==> src/rtl/div_pkg.sv <==
// div_pkg: shared state encoding and default width for the sequential restoring divider
package div_pkg;
  typedef enum logic [1:0] {IDLE, CALC, DONE} div_state_t;
  localparam int DIV_WIDTH_DEFAULT = 4;
endpackage

==> src/rtl/seq_restoring_divider_if.sv <==
// seq_restoring_divider_if: operand/result valid-ready handshake bundle for the divider
// Ports: in_valid/in_ready/dividend/divisor (request), out_valid/out_ready/quotient/remainder/ovf (result)
interface seq_restoring_divider_if #(parameter int WIDTH = div_pkg::DIV_WIDTH_DEFAULT);
  logic in_valid, in_ready, out_valid, out_ready, ovf;
  logic [2*WIDTH-1:0] dividend;
  logic [WIDTH-1:0] divisor, quotient, remainder;
  modport master(output in_valid, dividend, divisor, out_ready, input in_ready, out_valid, quotient, remainder, ovf);
  modport slave(input in_valid, dividend, divisor, out_ready, output in_ready, out_valid, quotient, remainder, ovf);
endinterface

==> src/rtl/div_step.sv <==
// div_step: one combinational restoring-division step on partial remainder r and shifting quotient q
// Ports: r, q, d in; r_next, q_next out
module div_step #(parameter int WIDTH = 4) (
  input  logic [WIDTH-1:0] r,
  input  logic [WIDTH-1:0] q,
  input  logic [WIDTH-1:0] d,
  output logic [WIDTH-1:0] r_next,
  output logic [WIDTH-1:0] q_next
);
  logic [WIDTH:0] rs;
  logic ge;
  // the shifted remainder is W+1 bits wide; only its low W bits survive either branch
  assign rs = {r, q[WIDTH-1]};
  assign ge = rs >= {1'b0, d};
  assign r_next = ge ? rs[WIDTH-1:0] - d : rs[WIDTH-1:0];
  assign q_next = {q[WIDTH-2:0], ge};
endmodule

==> src/rtl/seq_restoring_divider.sv <==
// seq_restoring_divider: sequential unsigned restoring divider, 2W-bit dividend / W-bit divisor, one quotient bit per clock
// Ports: clk, rst (async active-high), bus (slave modport of seq_restoring_divider_if)
// Optional: define DIV_OVF_DETECT_EN to flag overflow/divide-by-zero at accept and skip the iteration
module seq_restoring_divider
  import div_pkg::*;
#(parameter int WIDTH = DIV_WIDTH_DEFAULT) (
  input logic clk,
  input logic rst,
  seq_restoring_divider_if.slave bus
);
  localparam int CW = $clog2(WIDTH);
  div_state_t state, state_next;
  logic [WIDTH-1:0] r, q, d, r_step, q_step;
  logic [CW-1:0] cnt;
  logic accept, last, ovf_in, ovf_q;
  assign accept = bus.in_valid && state == IDLE;
  assign last = cnt == CW'(WIDTH - 1);
`ifdef DIV_OVF_DETECT_EN
  assign ovf_in = bus.dividend[2*WIDTH-1:WIDTH] >= bus.divisor;
`else
  assign ovf_in = 1'b0;
`endif
  div_step #(.WIDTH(WIDTH)) u_step (.r(r), .q(q), .d(d), .r_next(r_step), .q_next(q_step));
  always_comb begin
    state_next = state;
    if (state == IDLE) state_next = accept ? (ovf_in ? DONE : CALC) : IDLE;
    else if (state == CALC) state_next = last ? DONE : CALC;
    else state_next = bus.out_ready ? IDLE : DONE;
  end
  always_ff @(posedge clk or posedge rst)
    if (rst) state <= IDLE;
    else state <= state_next;
  always_ff @(posedge clk or posedge rst) begin
    if (rst) begin
      r <= '0;
      q <= '0;
      d <= '0;
      cnt <= '0;
      ovf_q <= 1'b0;
    end else if (accept) begin
      r <= ovf_in ? bus.dividend[WIDTH-1:0] : bus.dividend[2*WIDTH-1:WIDTH];
      q <= ovf_in ? '1 : bus.dividend[WIDTH-1:0];
      d <= bus.divisor;
      cnt <= '0;
      ovf_q <= ovf_in;
    end else if (state == CALC) begin
      r <= r_step;
      q <= q_step;
      cnt <= cnt + 1'b1;
    end
  end
  assign bus.in_ready = state == IDLE;
  assign bus.out_valid = state == DONE;
  assign bus.quotient = q;
  assign bus.remainder = r;
  assign bus.ovf = ovf_q;
endmodule

==> src/flat_wrapper.sv <==
// flat-port wrapper written by rule: the top's interface ports become plain ports
module seq_restoring_divider_flat import div_pkg::*;
#(parameter int WIDTH = DIV_WIDTH_DEFAULT)
  (clk, rst, bus_in_valid, bus_dividend, bus_divisor, bus_out_ready, bus_in_ready, bus_out_valid, bus_quotient, bus_remainder, bus_ovf);
  seq_restoring_divider_if #(.WIDTH(WIDTH)) bus_i ();
  input logic clk;
  input logic rst;
  input wire logic [$bits(bus_i.in_valid)-1:0] bus_in_valid;
  input wire logic [$bits(bus_i.dividend)-1:0] bus_dividend;
  input wire logic [$bits(bus_i.divisor)-1:0] bus_divisor;
  input wire logic [$bits(bus_i.out_ready)-1:0] bus_out_ready;
  output wire logic [$bits(bus_i.in_ready)-1:0] bus_in_ready;
  output wire logic [$bits(bus_i.out_valid)-1:0] bus_out_valid;
  output wire logic [$bits(bus_i.quotient)-1:0] bus_quotient;
  output wire logic [$bits(bus_i.remainder)-1:0] bus_remainder;
  output wire logic [$bits(bus_i.ovf)-1:0] bus_ovf;
  assign bus_i.in_valid = bus_in_valid;
  assign bus_i.dividend = bus_dividend;
  assign bus_i.divisor = bus_divisor;
  assign bus_i.out_ready = bus_out_ready;
  assign bus_in_ready = bus_i.in_ready;
  assign bus_out_valid = bus_i.out_valid;
  assign bus_quotient = bus_i.quotient;
  assign bus_remainder = bus_i.remainder;
  assign bus_ovf = bus_i.ovf;
  seq_restoring_divider #(.WIDTH(WIDTH)) u_core (.clk(clk), .rst(rst), .bus(bus_i));
endmodule
==> config.mk <==
export PLATFORM = sky130hd
export DESIGN_NAME = seq_restoring_divider_flat
export DESIGN_NICKNAME = d
export VERILOG_FILES = /design/src/rtl/div_pkg.sv /design/src/rtl/seq_restoring_divider_if.sv /design/src/rtl/div_step.sv /design/src/rtl/seq_restoring_divider.sv /design/src/flat_wrapper.sv
export SDC_FILE = /design/constraint.sdc
export NUM_CORES = 1
export LEC_CHECK = 0
export BUFFER_PORTS_ARGS = -buffer_cell sky130_fd_sc_hd__buf_2
export CORE_AREA = 10 10 71 73
export CTS_BUF_LIST = sky130_fd_sc_hd__clkbuf_2 sky130_fd_sc_hd__clkbuf_4 sky130_fd_sc_hd__clkbuf_8
export DETAILED_ROUTE_END_ITERATION = 6
export DIE_AREA = 0 0 81 83
export PLACE_DENSITY = 0.61
export SLEW_MARGIN = 15
export SYNTH_ARGS = -nofsm -noshare
export SYNTH_HDL_FRONTEND = slang
export SYNTH_SLANG_ARGS = --single-unit
==> constraint.sdc <==
create_clock -name clk -period 1.7 [get_ports clk]
set_clock_uncertainty 0.15 [all_clocks]
set_input_delay 0.085 -clock clk [delete_from_list [all_inputs] [get_ports clk]]
set_output_delay 0.085 -clock clk [all_outputs]
set_load 0.01 [all_outputs]
### After elaboration in Yosys (flattened, before gate mapping)

Index checks and enable logic that the tools add are counted.

| word-level totals | value |
|---|---|
| register bits | 16 |
| latch bits | 0 |
| RAM bits | 0 |
| bits in read-only memories | 0 |
| input bits | 16 |
| output and inout port bits | 11 |
| logic and storage cells | 26 |
| memories kept | 0 |

| cells by class | value |
|---|---|
| add/sub/neg operators | 2 |
| multiply operators | 0 |
| div/mod/pow operators | 0 |
| $lt $le $gt $ge | 1 |
| equality and inequality tests | 3 |
| shift-type cells | 0 |
| muxes and demuxes | 12 |
| bitwise gates (word level) | 0 |
| reductions and logical operators | 3 |

Operators with widths:

| kind | count |
|---|---|
| $mux 4 | 5 |
| $mux 2 | 6 |
| $ge 5x4->1 | 1 |
| $eq 2x2->1 const B | 2 |
| $sub 4x4->4 | 1 |
| $add 2x1->2 const B | 1 |
| $eq 2x1->1 const B | 1 |
| $logic_not 2->1 | 1 |
| $reduce_bool 2->1 | 1 |
| $logic_and 1x1->1 | 1 |
| $mux 1 | 1 |

### Longest topological paths before layout

Gate-level depths: netlist (run 1).

| depth | value |
|---|---|
| depth in word-level cells | 4 |
| mapped depth | 6 |

### Modules after synthesis

From an unflattened synthesis (run 1), not the netlist that was laid out.

| second synthesis, totals | value |
|---|---|
| cell total of the unflattened synthesis | 88 |
| area, all modules | 1004.7 um^2 |

Modules (own cells, without submodules):

| module | instances | cells each | area an instance (um^2) | sequential area each (um^2) |
|---|---|---|---|---|
| seq_restoring_divider | 1 | 56 | 750.7 | 400.4 |
| div_step | 1 | 32 | 254.0 | 0.0 |

### Least setup slack after synthesis (run 1)

No wires, ideal clock.

| timing | value |
|---|---|
| path kind | flip-flop to flip-flop |
| from | register u_core.q[3], in the netlist u_core.bus.quotient[3] |
| to | register u_core.r[2], in the netlist u_core.bus.remainder[2] |
| setup time | 116 ps |
| data arrival time | 1538 ps |
| data required time | 1434 ps |
| slack | -103 ps |
| stages on the path, launching flop included | 7 |
| path through | dfrtp_1 inv_1 ha_1 fa_1 nor3_1 a31oi_1 o311ai_0 |

| between the ends | value |
|---|---|
| longest elaborated chain between the ends | 4 |
| elaborated cells between the ends (all ways) | 5 |
| classes of those cells | add/sub: 1; order compare: 1; mux: 3 |

Ends and longest elaborated chain:

| item | RTL line | text |
|---|---|---|
| start: declaration | seq_restoring_divider.sv:13 | `logic [WIDTH-1:0] r, q, d, r_step, q_step;` |
| start signal: assignment | seq_restoring_divider.sv:42 | `q <= ovf_in ? '1 : bus.dividend[WIDTH-1:0];` |
| start signal: assignment | seq_restoring_divider.sv:48 | `q <= q_step;` |
| $sub 4x4->4 / $ge 5x4->1 (equally long branches) | div_step.sv:15, div_step.sv:14 |  |
| $mux 4 (*) | div_step.sv:15 | `assign r_next = ge ? rs[WIDTH-1:0] - d : rs[WIDTH-1:0];` |
| $mux 4 (*) | seq_restoring_divider.sv:46 | `end else if (state == CALC) begin` |
| $mux 4 (*) | seq_restoring_divider.sv:40 | `end else if (accept) begin` |
| end signal: assignment | seq_restoring_divider.sv:41 | `r <= ovf_in ? bus.dividend[WIDTH-1:0] : bus.dividend[2*WIDTH-1:WIDTH];` |
| end signal: assignment | seq_restoring_divider.sv:47 | `r <= r_step;` |
| end: declaration | seq_restoring_divider.sv:13 |  |

Mark *: on every way between the ends. The rest lies on a longest branch, timed or not. The select of a mux whose other input is x is not followed.
A chain may end at the register's enable or synchronous reset.

### Worst setup path in the final report (run 1)

| timing | value |
|---|---|
| from | register u_core.r[0], in the netlist u_core.bus.remainder[0] |
| to | register u_core.r[1], in the netlist u_core.bus.remainder[1] |

| between the ends | value |
|---|---|
| longest elaborated chain between the ends | 4 |
| elaborated cells between the ends (all ways) | 5 |
| classes of those cells | add/sub: 1; order compare: 1; mux: 3 |

Ends and longest elaborated chain:

| item | RTL line |
|---|---|
| $sub 4x4->4 / $ge 5x4->1 (equally long branches) | div_step.sv:15, div_step.sv:14 |
| $mux 4 (*) | div_step.sv:15 |
| $mux 4 (*) | seq_restoring_divider.sv:46 |
| $mux 4 (*) | seq_restoring_divider.sv:40 |

Marks and branches as above.

==> impl_metrics.json, run 1 <==
{
  "yosysUniqueCellTypes": 41,
  "syn_inst": 113,
  "rsz0062_at_grt": "yes",
  "die_y_um": 83,
  "die_x_um": 81,
  "cap_violations": 0,
  "area_growth_pct": 55.9,
  "drive_gt1_share_pct": 44.6,
  "hold_class": "in2reg",
  "ir_worst_vdd_uv": 987,
  "async_flop_share_pct": 100,
  "design_area_sq_mm": 0.00163,
  "final_nets": 191,
  "cts_buffers": 3,
  "max_freq_mhz": 594,
  "drt-pass1-iter-count": 4,
  "p_per_area_mw_per_mm2": 2380,
  "criticalPathCategory": "reg2reg",
  "startpoint_type": "flop",
  "grt.total_usage_pct": 9.55,
  "place_area_sq_mm": 0.00135,
  "io_pins": 27,
  "fin_crit_sh_pct": 99.1,
  "reg2reg_depth": 5,
  "antenna_found_initial": 0,
  "period_needed_ns": 1.68,
  "finalWirelength_mm": 3.29,
  "syn-cell-area_sq_mm": 0.00104,
  "nFillCells": 371,
  "synth_edf_count": 0,
  "grt_pass1_vias": 1055,
  "total_power_mw": 3.88,
  "vias": 1049,
  "clockBufferDepth": 2,
  "cts_max_level": 1,
  "setup_violations": 0,
  "grt_pass1_wl_mm": 5.24,
  "dp.final_hpwl_mm": 2.43,
  "rows": 22,
  "gp_congestion": 0.869,
  "synth-seq-cells": 16,
  "crit_path_end_kind": "flop",
  "cts_sinks": 16,
  "p_leak_nw": 0.740,
  "synth-main-ff-cell": "dfrtp_1",
  "drv_slew": 0,
  "crit_required_ns": 1.68,
  "diodes": 0,
  "crit_path_max_fanout": 7,
  "viasPerCell": 4.86,
  "drt_iter0_drc": 36,
  "ant_nets": 0,
  "pre_cts_ws_ns": -0.0317,
  "whs_path_depth": 3,
  "setup_ws_ns": 0.0152,
  "cp.arrival_ns": 1.67,
  "drcViolationCount": 0,
  "cts_tree": "yes",
  "post_synth.cell_area_avg_sq_um": 9.25,
  "numPortBuffers": 25,
  "status": "complete, no violations",
  "syn_nets": 135,
  "fp.coreArea_sq_mm": 0.00363,
  "seq_area_frac_synth_pct": 38.3,
  "start_util_pct": 28.8,
  "path_clk_slew_ns": 0.07,
  "yosys_warnings": 0,
  "ctsRootBufferMaster": "clkbuf_8",
  "clk_latency_ns": 0.26,
  "grt_overflow": 0,
  "finalHoldViolCount": 0,
  "dieArea_sq_mm": 0.00672,
  "tightest_slew_ns": 0.640,
  "relSlewSlack_pct": 57.3,
  "wl_per_cell_um": 15.2,
  "grt_max_degree": 17
}
-- Yosys cell counts (2+ instances only) --
library cell | instances | area share (%)
nand3_1 | 3 | 1.4
o21ai_2 | 3 | 2.5
o21ai_0 | 11 | 5.3
a31oi_1 | 2 | 1.2
dfrtp_1 | 16 | 38
a22oi_1 | 5 | 3.6
inv_1 | 11 | 4.0
buf_4 | 3 | 2.2
nor3_1 | 2 | 0.96
nor2b_1 | 3 | 1.8
a21oi_1 | 5 | 2.4
nor2_1 | 6 | 2.2
nand2_1 | 10 | 3.6
ha_1 | 5 | 6.0
buf_2 | 2 | 0.96
-- state kept, by name, summed over array words and instances (netlist names) --
name	flops
u_core.bus.quotient	4
u_core.bus.remainder	4
u_core.cnt	2
u_core.d	4
u_core.state	2
-- final timing paths --
path / from / end / slack (ns)
max: u_core.bus.remainder[0] / u_core.bus.remainder[1] / 0.02
min: bus_dividend[1] / u_core.bus.quotient[1] / 0.003
max reg2reg: u_core.bus.remainder[0] / u_core.bus.remainder[1] / 0.02
min reg2reg: u_core.cnt[0] / u_core.cnt[0] / 0.36
max in group asynchronous: rst / u_core.bus.remainder[0] / 0.65
min in group asynchronous: rst / u_core.state[0] / 0.30
-- area by class of cell --
class,instances,area [sq um],area share [%]
repair buffers,56,394,24.2
multi-input cells,81,677,41.6
clock buffers,4,55.1,3.38
flip-flops and latches,16,402,24.7
well taps,48,60.1,3.69
inverters,11,41.3,2.53
-- metrics by stage --
step / instances / setup TNS (ns) / util [%] / hold slack [ns]
global placement: 197 / -0.0147 / 37.1 / 0.0528
global route: 216 / -0.164 / 44.8 / 0.0399
floorplan: 113 / -0.000830 / - / -0.151
finish: 216 / 0 / 44.8 / 0.00255
detailed placement: 197 / -0.0749 / 37.1 / 0.0523
CTS: 211 / -0.0459 / 41.5 / 0.00387
-- cell families after synthesis --
group | after synthesis | share of synthesized area, %
compound gates | 39 | 26.1
simple gates | 34 | 19.2
buf+inv | 16 | 7.07
flops | 16 | 38.3
fa+ha+maj | 6 | 7.90
mux | 1 | 1.08
other cells | 1 | 0.359
-- power by group --
group	internal, mW	switching (mW)	leakage, nW
registers	0.589	0.213	0.193
logic	1.41	1.32	0.518
clock network	0.206	0.145	0.0288
-- layout by cell type, fill, tap and decap left out, drive strengths merged --
cell,instances
nand3,3
a211o,2
and2b,2
and3,1
inv,11
clkbuf,4
a22oi,5
nand4b,1
o2111a,1
a2bb2oi,1
o31ai,1
conb,1
a21oi,5
o211ai,1
a32oi,1
nor3,3
fa,1
mux2,1
nor3b,2
a22o,1
o21ai,15
nor2,6
dlygate4sd3,10
nand2b,1
nor2b,3
o311ai,1
o311a,1
or3,1
buf,46
a21o,2
and2,1
nand2,10
dfrtp,16
a31oi,2
ha,5
-- worst max-delay path: stages (launching register included) --
cell,delay (ns)
dfrtp_2,0.45
ha_4,0.31
o21ai_4,0.07
o21ai_4,0.28
and3_4,0.25
o31ai_4,0.05
-- repair_timing --
action,in CTS,in global routing
pin swaps,3,11
gates cloned,0,0
hold buffers,9,1
resized for setup,3,16
endpoints found under the hold margin,24,1
setup buffers,1,4
endpoints found under the setup margin,4,5
-- metal layers --
layer	vias up	wire length (um)	share of wire [%]	GRT usage (%)
li1	511	-	-	-
met1	500	1500	46	12.2
met2	34	1480	45	14.2
met3	4	272	8.3	3.99
met4	0	40	1.2	2.82
met5	-	0	0	0
No activity file was read; power rests on OpenSTA's default activity.
==> run 2, diff against run 1 <==
CORE_AREA = 10 10 58 60   (was 10 10 71 73)
DIE_AREA = 0 0 68 70   (was 0 0 81 83)
PLACE_DENSITY = 0.85   (was 0.61)
==> run 2 against run 1 <==
Compared with the run above: the flow now finishes with violations (negative setup slack); final area down 3.7%; flip-flop and latch count did not move; final cell count decreased by 8.8%; via count rose by 1.0%; fmax down 1.4%; die area down 29%.
==> impl_metrics.json, run 2 (same netlist as run 1, synthesis figures left out) <==
{
  "tightest_slew_ns": 0.645,
  "criticalPathCategory": "reg2reg",
  "period_needed_ns": 1.71,
  "gp_congestion": 0.897,
  "final_cell_mix": "buf_2 (25), buf_4 (18), dfrtp_1 (16), dlygate4sd3_1 (12), o21ai_0 (11)",
  "rr_endpoint": "u_core.bus.remainder[0]",
  "slowest_delay_ns": 0.41,
  "relSlewSlack_pct": 57.0,
  "fp.coreArea_sq_mm": 0.00234,
  "grt_pass1_vias": 1085,
  "cts_tree": "yes",
  "drive_gt1_share_pct": 42.5,
  "clockBufferDepth": 2,
  "grt_pass1_wl_mm": 5.22,
  "fin_crit_sh_pct": 100,
  "setup_ws_ns": -0.00790,
  "ctsRootBufferMaster": "clkbuf_4",
  "final_common_cell": "buf_2",
  "finalWirelength_mm": 3.07,
  "antenna_found_initial": 0,
  "drv_slew": 0,
  "diodes": 0,
  "start_util_pct": 44.6,
  "cp.arrival_ns": 1.79,
  "dieArea_sq_mm": 0.00476,
  "final_nets": 190,
  "crit_family": "simple AND/OR/NAND/NOR gates",
  "whs_path_depth": 3,
  "slowest_stage": "or3_4",
  "io_pins": 27,
  "drcViolationCount": 0,
  "drt-pass1-iter-count": 4,
  "numPortBuffers": 25,
  "r2r_start": "u_core.d[3]",
  "die_y_um": 70,
  "p_per_area_mw_per_mm2": 2280,
  "cts_buffers": 3,
  "wl_per_cell_um": 15.6,
  "grt_max_degree": 17,
  "max_freq_mhz": 586,
  "rows": 18,
  "grt_overflow": 0,
  "die_x_um": 68,
  "area_growth_pct": 50.2,
  "viasPerCell": 5.38,
  "drt_iter0_drc": 101,
  "finalNonFillerCells": 197,
  "worst_hold_path.endpoint": "u_core.bus.quotient[1]",
  "clk_latency_ns": 0.29,
  "path_cells": "inv_2, ha_4, or3_4, a211o_4, nand3_2",
  "design_area_sq_mm": 0.00157,
  "place_area_sq_mm": 0.00132,
  "startpoint_type": "flop",
  "setup_violations": 2,
  "p_leak_nw": 0.728,
  "dp_cells": 178,
  "grt.total_usage_pct": 13.6,
  "dp.final_hpwl_mm": 2.29,
  "violations": "negative setup slack",
  "cap_violations": 0,
  "ir_worst_vdd_uv": 1340,
  "status": "complete, but fails checks",
  "vias": 1060,
  "cts_max_level": 1,
  "finalHoldViolCount": 0,
  "reg2reg_depth": 5,
  "rsz0062_at_grt": "yes",
  "crit_required_ns": 1.78,
  "crit_path_max_fanout": 4,
  "path_clk_slew_ns": 0.10,
  "pre_cts_ws_ns": -0.0657,
  "nFillCells": 188,
  "ff2ff_setup_slack_ns": -0.008,
  "crit_path_end_kind": "flop",
  "hp-start": "bus_in_valid",
  "worst-path-buf-inv": 1,
  "post-route-util_pct": 67.0,
  "ant_nets": 0,
  "hold_class": "in2reg",
  "cts_sinks": 16
}
==> run 2: worst max-delay path by stage <==
stage	startpoint	end	slack [ns]	depth (start not counted)
after floorplan	u_core.bus.quotient[3]	u_core.bus.remainder[3]	-0.0008	6
after global placement	u_core.d[0]	u_core.bus.remainder[2]	-0.06	5
after detailed placement	u_core.bus.quotient[3]	u_core.bus.remainder[3]	-0.07	6
after CTS	u_core.bus.quotient[3]	u_core.bus.remainder[2]	-0.03	6
after global routing	u_core.bus.quotient[3]	u_core.bus.remainder[2]	-0.10	6
final	u_core.d[3]	u_core.bus.remainder[0]	-0.008	5
==> run 2: cell type report <==
cell class	instances	area [sq um]	area share, %
clock buffer	4	36.3	2.31
sequential	16	400	25.5
inverter	11	41.3	2.63
timing repair buffer	55	380	24.2
tap	30	37.5	2.39
multi-input combinational	81	673	42.9
==> run 2: tightest hold or removal path, cell delays in order <==
cell and delay [ns]:
buf_2 0.15, a31oi_1 0.16, o21ai_0 0.09
==> run 2: what timing repair did <==
item                                    in CTS  in global routing
pin swaps                                    7                 11
hold endpoints to repair                    27                  0
endpoints found under the setup margin       4                  5
resized for setup                            7                  6
hold buffers                                12                  0
setup buffers                                0                  3
==> run 2: power breakdown <==
part,total [mW],internal (mW),switching [mW]
registers,0.783,0.585,0.198
logic,2.54,1.29,1.24
clock network,0.259,0.131,0.128
==> run 2: metal layers <==
metal  track usage (%)  share of wire (%)  up-vias
met5                 0                  0        -
met4              4.92                3.4        0
met3              3.03                5.9        8
met2              22.3                 51       37
met1              16.7                 40      503
li1                  -                  -      512
==> run 2: stage by stage <==
stage	hold WS [ns]	setup TNS (ns)	total power, mW
after CTS	0.0805	-0.0297	3.34
after floorplan	-0.151	-0.000830	2.16
after global routing	0.103	-0.277	3.89
after global placement	0.0354	-0.0570	2.78
after detailed placement	0.0582	-0.151	2.91
final	0.0824	-0.0140	3.58
==> run 3, diff against run 2 <==
REMOVE_ABC_BUFFERS = 1   (was default)
==> run 3 against run 2 <==
Compared with the run above: the flow still finishes with violations (negative setup slack); worst hold slack got worse by 0.027 ns; combinational power fell by 3%; count of clock-buffer cells in the layout stayed put; worst setup slack lost 0.0085 ns; clock power barely moved; global-route usage is 0.41 points lower; fmax shrank 0.49%; sequential power decreased by 1%; critical path depth increased by 1; first-iteration DRC count fell by 8.9%; non-clock buffer count decreased by 3; register-to-register slack barely moved.
==> impl_metrics.json, run 3 (same netlist as run 1, synthesis figures left out) <==
{
  "p_switching_mw": 1.56,
  "final_cell_mix": "buf_2 (25), buf_4 (15), dfrtp_1 (15), dlygate4sd3_1 (12), o21ai_0 (11)",
  "status": "complete, but fails checks",
  "numPortBuffers": 25,
  "p_per_area_mw_per_mm2": 2280,
  "relSlewSlack_pct": 58.5,
  "slowest_stage": "dfrtp_1",
  "clkPwrFrac_pct": 7.4,
  "io_pins": 27,
  "area_growth_pct": 46.8,
  "start_util_pct": 44.6,
  "tns_ns": -0.0385,
  "dp.final_hpwl_mm": 2.19,
  "crit_start": "u_core.bus.quotient[3]",
  "grt_overflow": 0,
  "wl_per_cell_um": 15.9,
  "violations": "negative setup slack",
  "ctsRootBufferMaster": "clkbuf_4",
  "ant_nets": 0,
  "multiInputGateArea_sq_um": 659,
  "clk_latency_ns": 0.29,
  "cp.arrival_ns": 1.80,
  "period_needed_ns": 1.72,
  "slowest_delay_ns": 0.40,
  "fin_crit_sh_pct": 101,
  "r2r_start": "u_core.bus.quotient[3]",
  "drv_slew": 0,
  "grt.total_usage_pct": 13.2,
  "nFillCells": 205,
  "fin_hold_ws_ns": 0.0558,
  "finalHoldViolCount": 0,
  "gp_congestion": 0.940,
  "finalNonFillerCells": 194,
  "dieArea_sq_mm": 0.00476,
  "p_sw_share_pct": 44.7,
  "seq_power_share_pct": 22.1,
  "grt_max_degree": 17,
  "ir_worst_vdd_uv": 1410,
  "cts_tree": "yes",
  "rows": 18,
  "hold_class": "in2reg",
  "p_leak_nw": 0.712,
  "grt_pass1_vias": 1081,
  "drt-pass1-iter-count": 4,
  "intPower_mw": 1.93,
  "regArea_sq_um": 402,
  "fp.coreArea_sq_mm": 0.00234,
  "setup_violations": 3,
  "max_freq_mhz": 583,
  "p_comb_share_pct": 70.5,
  "finalWirelength_mm": 3.09,
  "total_power_mw": 3.50,
  "criticalPathCategory": "reg2reg",
  "startpoint_type": "flop",
  "cap_violations": 0,
  "cts_sinks": 16,
  "vias": 1032,
  "path_clk_slew_ns": 0.10,
  "die_x_um": 68,
  "antenna_found_initial": 0,
  "drcViolationCount": 0,
  "final_nets": 187,
  "tightest_slew_ns": 0.621,
  "diodes": 0,
  "dp_cells": 175,
  "clockBufferDepth": 2,
  "crit_path_max_fanout": 7,
  "post-route-util_pct": 65.5,
  "path_cells": "inv_2, ha_4, nor3b_4, o21ai_4, o311a_1, o21ai_2",
  "final_common_cell": "buf_2",
  "pre_cts_ws_ns": -0.150,
  "cts_buffers": 3,
  "drive_gt1_share_pct": 41.5,
  "crit_path_end_kind": "flop",
  "rsz0062_at_grt": "yes",
  "viasPerCell": 5.32,
  "crit_required_ns": 1.78,
  "place_area_sq_mm": 0.00126,
  "design_area_sq_mm": 0.00153,
  "setup_ws_ns": -0.0164,
  "cts_max_level": 1,
  "grt_pass1_wl_mm": 5.17,
  "drt_iter0_drc": 92,
  "hp-start": "bus_in_valid",
  "die_y_um": 70
}
[run 3: final cells by class]
cell class | instances | share of cell area (%)
Multi-Input combinational cell | 81 | 43.0
Timing Repair Buffer | 52 | 23.3
Clock buffer | 4 | 2.37
Sequential cell | 16 | 26.2
Tap cell | 30 | 2.45
Inverter | 11 | 2.69
[run 3: what timing repair did]
action                                 in CTS  in global routing
endpoints found under the hold margin      27                  0
pin swaps                                   6                  7
hold buffers                               12                  0
setup endpoints to repair                   4                  5
gates resized for setup                    11                  8
setup buffers                               2                  1
[run 3: power groups by stage]
stage                     registers, mW  clock network, mW  logic (mW)
after floorplan                   0.814                  0        1.20
after global placement            0.728                  0        1.89
after detailed placement          0.748                  0        1.97
after CTS                         0.762              0.261        2.26
after global routing              0.796              0.281        2.70
final                             0.773              0.259        2.46
[run 3: metal layers]
| metal | wire (um) | track usage (%) | vias up | part of all wire [%] |
|---|---|---|---|---|
| li1 | - | - | 503 | - |
| met1 | 1310 | 17.2 | 481 | 42 |
| met2 | 1480 | 20.4 | 38 | 48 |
| met3 | 221 | 3.19 | 10 | 7.1 |
| met4 | 76 | 4.47 | 0 | 2.5 |
| met5 | 0 | 0 | - | 0 |
[run 3: worst paths after layout]
| check | endpoint | slack (ns) | cells after the start |
|---|---|---|---|
| setup / recovery | u_core.bus.remainder[3] | -0.02 | 6 |
| hold / removal | u_core.bus.quotient[1] | 0.06 | 3 |
| setup reg to reg | u_core.bus.remainder[3] | -0.02 | 6 |
| hold reg to reg | u_core.cnt[0] | 0.37 | 1 |
| max in group asynchronous | u_core.bus.remainder[0] | 0.70 | 3 |
| min in group asynchronous | u_core.bus.quotient[3] | 0.25 | 3 |
[run 3: critical path: cells and delay by family (launching register included)]
family	cells	cell delay, ns
buf+inv	1	0.08
simple gates	1	0.25
fa+ha+maj	1	0.22
compound gates	3	0.54
flops	1	0.40
